===== config.mk =====
export PLATFORM = sky130hd
export DESIGN_NAME = lcd_frame_capture
export DESIGN_NICKNAME = d
export VERILOG_FILES = /design/src/rtl/lcd_frame_capture.sv
export SDC_FILE = /design/constraint.sdc
export NUM_CORES = 1
export LEC_CHECK = 0
export CAP_MARGIN = 20
export CORE_AREA = 2 2 88 90
export CTS_CLUSTER_SIZE = 10
export DETAILED_ROUTE_END_ITERATION = 12
export DIE_AREA = 0 0 90 92
export GPL_TIMING_DRIVEN = 0
export PLACE_DENSITY = 0.72
export SETUP_SLACK_MARGIN = 0.4
export SYNTH_ARGS = -nofsm -noshare
export SYNTH_HDL_FRONTEND = slang
export SYNTH_SLANG_ARGS = --single-unit

===== constraint.sdc =====
create_clock -name clock -period 2.07 [get_ports clock]
set_clock_uncertainty 0.05 [all_clocks]
set_input_delay 0.3105 -clock clock [delete_from_list [all_inputs] [get_ports clock]]
set_output_delay 0.3105 -clock clock [all_outputs]
set_load 0.1 [all_outputs]

===== src/rtl/lcd_frame_capture.sv =====
// LCD pixel stream capture: packs 2-bit shades four to a byte and writes them to a framebuffer.
// Optional macro LCD_FRAME_CAPTURE_DOUBLE_BUFFER_EN adds a toggling write page and display_page.
module lcd_frame_capture #(
  parameter int unsigned WIDTH  = 160,
  parameter int unsigned HEIGHT = 144
) (
  input  logic        clock,
  input  logic        reset_n,
  input  logic [1:0]  pixel_data,
  input  logic        pixel_latch,
  input  logic        hsync,
  input  logic        vsync,
`ifdef LCD_FRAME_CAPTURE_DOUBLE_BUFFER_EN
  output logic [13:0] fb_A,
  output logic        display_page,
`else
  output logic [12:0] fb_A,
`endif
  output logic [7:0]  fb_Do,
  output logic        fb_wr_n,
  output logic        fb_cs_n,
  output logic        frame_done,
  output logic        sync_err
);

`ifdef LCD_FRAME_CAPTURE_DOUBLE_BUFFER_EN
  localparam int unsigned FbAW = 14;
`else
  localparam int unsigned FbAW = 13;
`endif
  localparam int unsigned AW = 13;
  localparam int unsigned XW = $clog2(WIDTH + 1);
  // One extra count above HEIGHT so an hsync past the last line is distinguishable at vsync.
  localparam int unsigned YW = $clog2(HEIGHT + 2);

  localparam logic [XW-1:0] XMax      = XW'(WIDTH);
  localparam logic [YW-1:0] YMax      = YW'(HEIGHT);
  localparam logic [AW-1:0] LineWords = AW'(WIDTH / 4);

  typedef enum logic {StWaitVsync, StActive} state_e;

  state_e           state_q, state_d;
  logic             hs_prev_q, vs_prev_q;
  logic [XW-1:0]    x_q, x_d;
  logic [YW-1:0]    y_q, y_d;
  logic [AW-1:0]    addr_q, addr_d;
  logic [AW-1:0]    base_q, base_d;
  logic [5:0]       grp_q, grp_d;
  logic [1:0]       cnt_q, cnt_d;
  logic [FbAW-1:0]  fb_a_q, fb_a_d;
  logic [7:0]       fb_do_q, fb_do_d;
  logic             wr_q, wr_d;
  logic             done_q, done_d;
  logic             err_q, err_d;
  logic             page_q, page_d;
  logic             disp_q, disp_d;
  logic             hs_rise, vs_rise;

  assign hs_rise = hsync & ~hs_prev_q;
  assign vs_rise = vsync & ~vs_prev_q;

  always_comb begin
    state_d = state_q;
    x_d     = x_q;
    y_d     = y_q;
    addr_d  = addr_q;
    base_d  = base_q;
    grp_d   = grp_q;
    cnt_d   = cnt_q;
    fb_a_d  = fb_a_q;
    fb_do_d = fb_do_q;
    wr_d    = 1'b0;
    done_d  = 1'b0;
    err_d   = err_q;
    page_d  = page_q;
    disp_d  = disp_q;

    unique case (state_q)
      StWaitVsync: begin
        if (vs_rise) begin
          state_d = StActive;
          x_d     = '0;
          y_d     = '0;
          addr_d  = '0;
          base_d  = '0;
          grp_d   = '0;
          cnt_d   = '0;
        end
      end
      StActive: begin
        // The pixel is handled first so a coincident sync edge sees it as part of this line.
        if (pixel_latch) begin
          if ((y_q >= YMax) || (x_q >= XMax)) begin
            err_d = 1'b1;
          end else begin
            grp_d = {grp_q[3:0], pixel_data};
            cnt_d = cnt_q + 2'd1;
            x_d   = x_q + XW'(1);
            if (cnt_q == 2'd3) begin
              wr_d    = 1'b1;
              fb_do_d = {grp_q, pixel_data};
              addr_d  = addr_q + AW'(1);
`ifdef LCD_FRAME_CAPTURE_DOUBLE_BUFFER_EN
              fb_a_d  = {page_q, addr_q};
`else
              fb_a_d  = addr_q;
`endif
            end
          end
        end

        if (vs_rise) begin
          if (y_q == YMax) begin
            done_d = 1'b1;
            disp_d = page_q;
            page_d = ~page_q;
          end else begin
            err_d = 1'b1;
          end
          x_d    = '0;
          y_d    = '0;
          addr_d = '0;
          base_d = '0;
          grp_d  = '0;
          cnt_d  = '0;
        end else if (hs_rise) begin
          if (x_d != XMax) begin
            err_d = 1'b1;
          end
          x_d   = '0;
          grp_d = '0;
          cnt_d = '0;
          if (y_q < YMax) begin
            y_d    = y_q + YW'(1);
            base_d = base_q + LineWords;
            addr_d = base_q + LineWords;
          end else if (y_q == YMax) begin
            y_d = y_q + YW'(1);
          end
        end
      end
      default: state_d = StWaitVsync;
    endcase
  end

  always_ff @(posedge clock or negedge reset_n) begin
    if (!reset_n) begin
      state_q   <= StWaitVsync;
      hs_prev_q <= 1'b0;
      vs_prev_q <= 1'b0;
      x_q       <= '0;
      y_q       <= '0;
      addr_q    <= '0;
      base_q    <= '0;
      grp_q     <= '0;
      cnt_q     <= '0;
      fb_a_q    <= '0;
      fb_do_q   <= '0;
      wr_q      <= 1'b0;
      done_q    <= 1'b0;
      err_q     <= 1'b0;
      page_q    <= 1'b0;
      disp_q    <= 1'b1;
    end else begin
      state_q   <= state_d;
      hs_prev_q <= hsync;
      vs_prev_q <= vsync;
      x_q       <= x_d;
      y_q       <= y_d;
      addr_q    <= addr_d;
      base_q    <= base_d;
      grp_q     <= grp_d;
      cnt_q     <= cnt_d;
      fb_a_q    <= fb_a_d;
      fb_do_q   <= fb_do_d;
      wr_q      <= wr_d;
      done_q    <= done_d;
      err_q     <= err_d;
      page_q    <= page_d;
      disp_q    <= disp_d;
    end
  end

  assign fb_A       = fb_a_q;
  assign fb_Do      = fb_do_q;
  assign fb_wr_n    = ~wr_q;
  assign fb_cs_n    = ~wr_q;
  assign frame_done = done_q;
  assign sync_err   = err_q;
`ifdef LCD_FRAME_CAPTURE_DOUBLE_BUFFER_EN
  assign display_page = disp_q;
`else
  logic unused_page;
  assign unused_page = page_d ^ disp_d ^ page_q ^ disp_q;
`endif

endmodule


# == After elaboration in Yosys (flattened, before gate mapping) ==
# Cells that the tools add are included.
# op_classes
addsub,5
n_lt_le_gt_ge,3
n_eq_ne,9
mux,51
bitwise_logic,7
reduce_logical,5
# op_table
op,count
13-bit 2-to-1 mux,10
8-bit 2-to-1 mux,10
13-bit one-hot mux with 2 select lines,2
8-bit one-hot mux with 2 select lines,2
6-bit 2-to-1 mux,5
"8-bit by 1-bit adder with 8-bit output, second input constant",2
"8-bit greater-or-equal comparator, second input constant",2
1-bit 2-to-1 mux,15
"13-bit by 1-bit adder with 13-bit output, second input constant",1
"13-bit by 6-bit adder with 13-bit output, second input constant",1
6-bit one-hot mux with 2 select lines,1
2-bit 2-to-1 mux,5
3-bit AND reduction,3
"8-bit equality test, second input constant",1
"8-bit less-than comparator, second input constant",1
"8-bit inequality test, second input constant",1
"3-bit by 1-bit inequality test with 1-bit output, second input constant",2
1-bit inverter,5
"4-bit by 1-bit inequality test with 1-bit output, second input constant",1
"4-bit by 2-bit inequality test with 1-bit output, second input constant",1
"4-bit inequality test, second input constant",1
2-bit one-hot mux with 2 select lines,1
4-bit AND reduction,1
"2-bit by 1-bit adder with 2-bit output, second input constant",1
4 further kinds,5
# word_totals
ff_bits,77
input_bits,7
out_inout_bits,25
elab_cells,94

# == Logic depth before layout (Yosys ltp) ==
# Gate-level depths: netlist of the first run.
# logic_depth
word_depth,9
mapped_depth,8
depth_no_buf,7

# == Worst setup path before layout of the first run ==
# Ideal clock, no wire load.
# synth_path
kind,register to register
from,reg y_q[0]
to,reg y_q[5]
setup_time_ns,0.077
t_arrival_ns,1.935
t_required_ns,1.943
path_slack_ns,0.008
stages_incl_launch_ff,8
n_path_buf,0
synth_period_minus_slack_ns,2.062
path_cell_list,dfrtp_1 > inv_1 > ha_1 > or4b_4 > o31ai_4 > nand3_2 > or4_1 > a21oi_1
# synth_via
elab_chain_len,6
elab_cells_between_ends,10
classes_between,add/sub (1); order compare (1); eq/ne (2); mux (5); reduce/logical (1)
# synth_lines
element,line,text
from (decl),45,"logic [YW-1:0] y_q, y_d;"
from (signal assigned),169,y_q <= y_d;
8-bit by 1-bit adder with 8-bit output,"134, 138",
8-bit 2-to-1 mux,137,end else if (y_q == YMax) begin
8-bit 2-to-1 mux,133,if (y_q < YMax) begin
8-bit 2-to-1 mux,126,end else if (hs_rise) begin
8-bit 2-to-1 mux,112,if (vs_rise) begin
8-bit one-hot mux with 2 select lines,78,unique case (state_q)
# Several ways; a longest one is shown, not always the timed one. The select of a mux whose other input is x is not followed.
# A chain may end at the register's enable or synchronous reset.

# == Worst setup path in the final report of the first run ==
# Ends and elaborated chain as after synthesis.

==> results of run 1 <==
==> worst max path at each step <==
stage	end	slack, ns	depth (start not counted)
after global placement	fb_Do[0]	-1.95	1
final	y_q[5]	-0.09	7
after CTS	y_q[5]	-0.07	7
after floorplan	y_q[5]	0.01	7
after detailed placement	cnt_q[0]	-0.63	7
after global routing	y_q[5]	-0.15	7
==> flip-flops by register name, indices dropped and copies added (netlist names), 2 cells and up <==
name / count
grp_q: 6
addr_q: 13
base_q: 10
y_q: 8
cnt_q: 2
x_q: 8
fb_A: 13
fb_Do: 8
==> cell usage after synthesis (all sizes together), types with 3 or more instances <==
cell type,n
a22o,9
xor2,12
nor4,4
nor3,5
inv,11
mux2,20
buf,6
o21ai,33
ha,7
o31ai,3
a31oi,6
nand4,6
xnor2,8
dfrtp,74
nor2,27
and3,7
nand3,26
a21oi,16
nand2,32
clkbuf,9
and4,4
o211ai,5
==> cell type report <==
type,instances,area (µm²)
Fill cell,526,2180
Multi-Input combinational cell,259,2140
Sequential cell,74,1850
Timing Repair Buffer,72,741
Buffer,15,140
Tap cell,102,128
Clock buffer,9,124
Clock inverter,6,91.3
Inverter,12,50.0
==> power groups by stage <==
stage	logic, mW	registers [mW]	clock network [mW]
global placement	0.985	1.74	0
CTS	1.12	1.72	1.26
floorplan	0.333	2.14	0
global route	1.23	1.75	1.33
finish	1.17	1.73	1.27
detailed placement	1.01	1.75	0
==> logic make-up (layout without fill, tap and decap cells) <==
kind of cell,after synthesis,count (layout),share of synthesized area
AOI/OAI and AO/OA,87,88,0.152
muxes,21,21,0.0636
xor gates and xnor gates,20,20,0.0473
buffers and inverters,27,114,0.0352
and+or+nand+nor,123,123,0.178
adders and majority gates,7,7,0.0237
DFF,74,74,0.501
==> metrics by stage <==
stage | setup slack [ns] | instances | hold WS [ns] | setup TNS (ns)
after floorplan | 0.0100 | 359 | -0.0351 | 0
after global placement | -1.95 | 492 | 0.421 | -156.67
after detailed placement | -0.626 | 493 | 0.210 | -14.29
after CTS | -0.0679 | 542 | 0.383 | -0.0900
after global routing | -0.148 | 549 | 0.408 | -0.824
final | -0.0898 | 549 | 0.363 | -0.161
==> layer usage <==
metal | track usage | part of all wire
met1 | 0.291 | 0.43
met2 | 0.375 | 0.51
met3 | 0.0370 | 0.039
met4 | 0.123 | 0.024
met5 | 0 | 0
==> repair_timing <==
item	4_1_cts	5_1_grt
cloned	2	1
hold buffers	1	0
gates resized for setup	185	39
setup buffers	31	6
setup endpoints to repair	96	75
endpoints found under the hold margin	25	0
pin swaps	47	24
==> flow_summary.toml, run 1 <==
[outcome]
status = "finished with violations"
violations = "setup timing"

[power]
power_frac_seq = 0.416
vdd.ir_drop.worst_mv = 0.772
p_int_mw = 2.65
power_mw = 4.17
p_comb_frac = 0.280
p_per_area_mw_per_mm2 = 791
p_leak_nw = 2.33
p_sw_frac = 0.364
p_clk_frac = 0.304
p_sw_mw = 1.52

[timing]
fmax_mhz = 463
finalSetupViolCount = 5
finalWorstSetupSlack_ns = -0.0898
relSlewSlack = 0.635
final.period_utilization = 1.04
min_period_ns = 2.16
finalHoldViolations = 0
slew_violations = 0
rsz0062_at_grt = "true"
worst_pin_slew_ns = 0.551

[finish]
mostFrequentLayoutCells = "dfrtp_1 (73), buf_4 (24), nand2_1 (23)"
fin_nets = 457
fin_util = 0.708
final_common_cell = "dfrtp_1"
diodes = 0
stdcell_area_mm2 = 0.00527
final_layout_size_suffix_gt1_frac = 0.416
syn2layout_area_growth_pct = 42.5

[global_routing]
track_usage = 0.228
grt_pass1_wl_mm = 15.2
grt_max_degree = 50
overflow = 0
grt_pass1_vias = 3209
antenna_found_initial = 0

[routing]
vias = 3195
wirelength_mm = 9.60
avgRoutedWirePerCell_um = 17.5
via_per_inst = 5.82
first_pass_iters = 4
route.detailed.drc = 0
ant_nets = 0
drtIter0Drc = 176

[yosys]
synth_area_leaders = "dfrtp_1 (50%), mux2_2 (6.1%), o21ai_0 (4.3%)"
synthesis.area_mm2 = 0.00370
synth-edff-count = 0
synth-seq-cells = 74
syn-num-nets = 373
ys_seq_area_frac = 0.501
yosysTopAreaCell = "dfrtp_1"
netlist_instances = 359
synth_cell_type_count = 54
avgSynthCellArea_um2 = 10.3
synthArstFlopShare = 1.00
synth_top_cell_area_share = 0.501
synthFlopType = "dfrtp_1"
synth_warnings = 0

[place]
portBuffers = 31
gp_congestion = 0.849
dp_hpwl_mm = 5.50
place_area_mm2 = 0.00423

[worst_setup_path]
path_class = "flop to flop"
reg2reg_to = "y_q[5]"
worstPathCellList = "inv_2 > ha_4 > or4b_4 > o31ai_4 > nand3_2 > or4_4 > a21oi_2"
path_buf_inv = 1
endpoint_kind = "flop"
critical_path.top_delay_family = "simple AND/OR/NAND/NOR gates"
critPathRequiredTime_ns = 2.31
arrival_ns = 2.40
reg2reg_slack_ns = -0.09
worst_path_max_delay_cell = "or4b_4"
crit_fanout = 4
max_stage_delay_ns = 0.47
crit_path_start_kind = "flop"
r2r_cells = 7
cp-startpoint = "y_q[0]"
r2r-start = "y_q[0]"

[floorplan]
die_area_mm2 = 0.00828
dieWidth_um = 90
start_util = 0.497
rows = 32
core_mm2 = 0.00745
io_pins = 32
dieHeight_um = 92

[clock_tree]
htreeDepth = 3
cts-root-buf = "clkbuf_8"
tritoncts = "yes"
worstSkewPairLatency_ns = 0.36
max-clock-path-buffers = 2
cts_inserted_buffers = 9
cts.sinks = 74
clkTransAtPathRegs_ns = 0.08

[flow_run]
max-cap-violations = 0

[hold_path]
hold_path.class = "primary input to async pin"
Note: power is estimated with default switching activity, not from simulation.
==> inputs of run 2 (changes only) <==
Settings changed: ABC_CLOCK_PERIOD_IN_PS set to 2070, CAP_MARGIN 20 to unset, GPL_ROUTABILITY_DRIVEN set to 1.
==> results of run 2 <==
The final DEF is identical to that of run 1; final timing and power are the same.
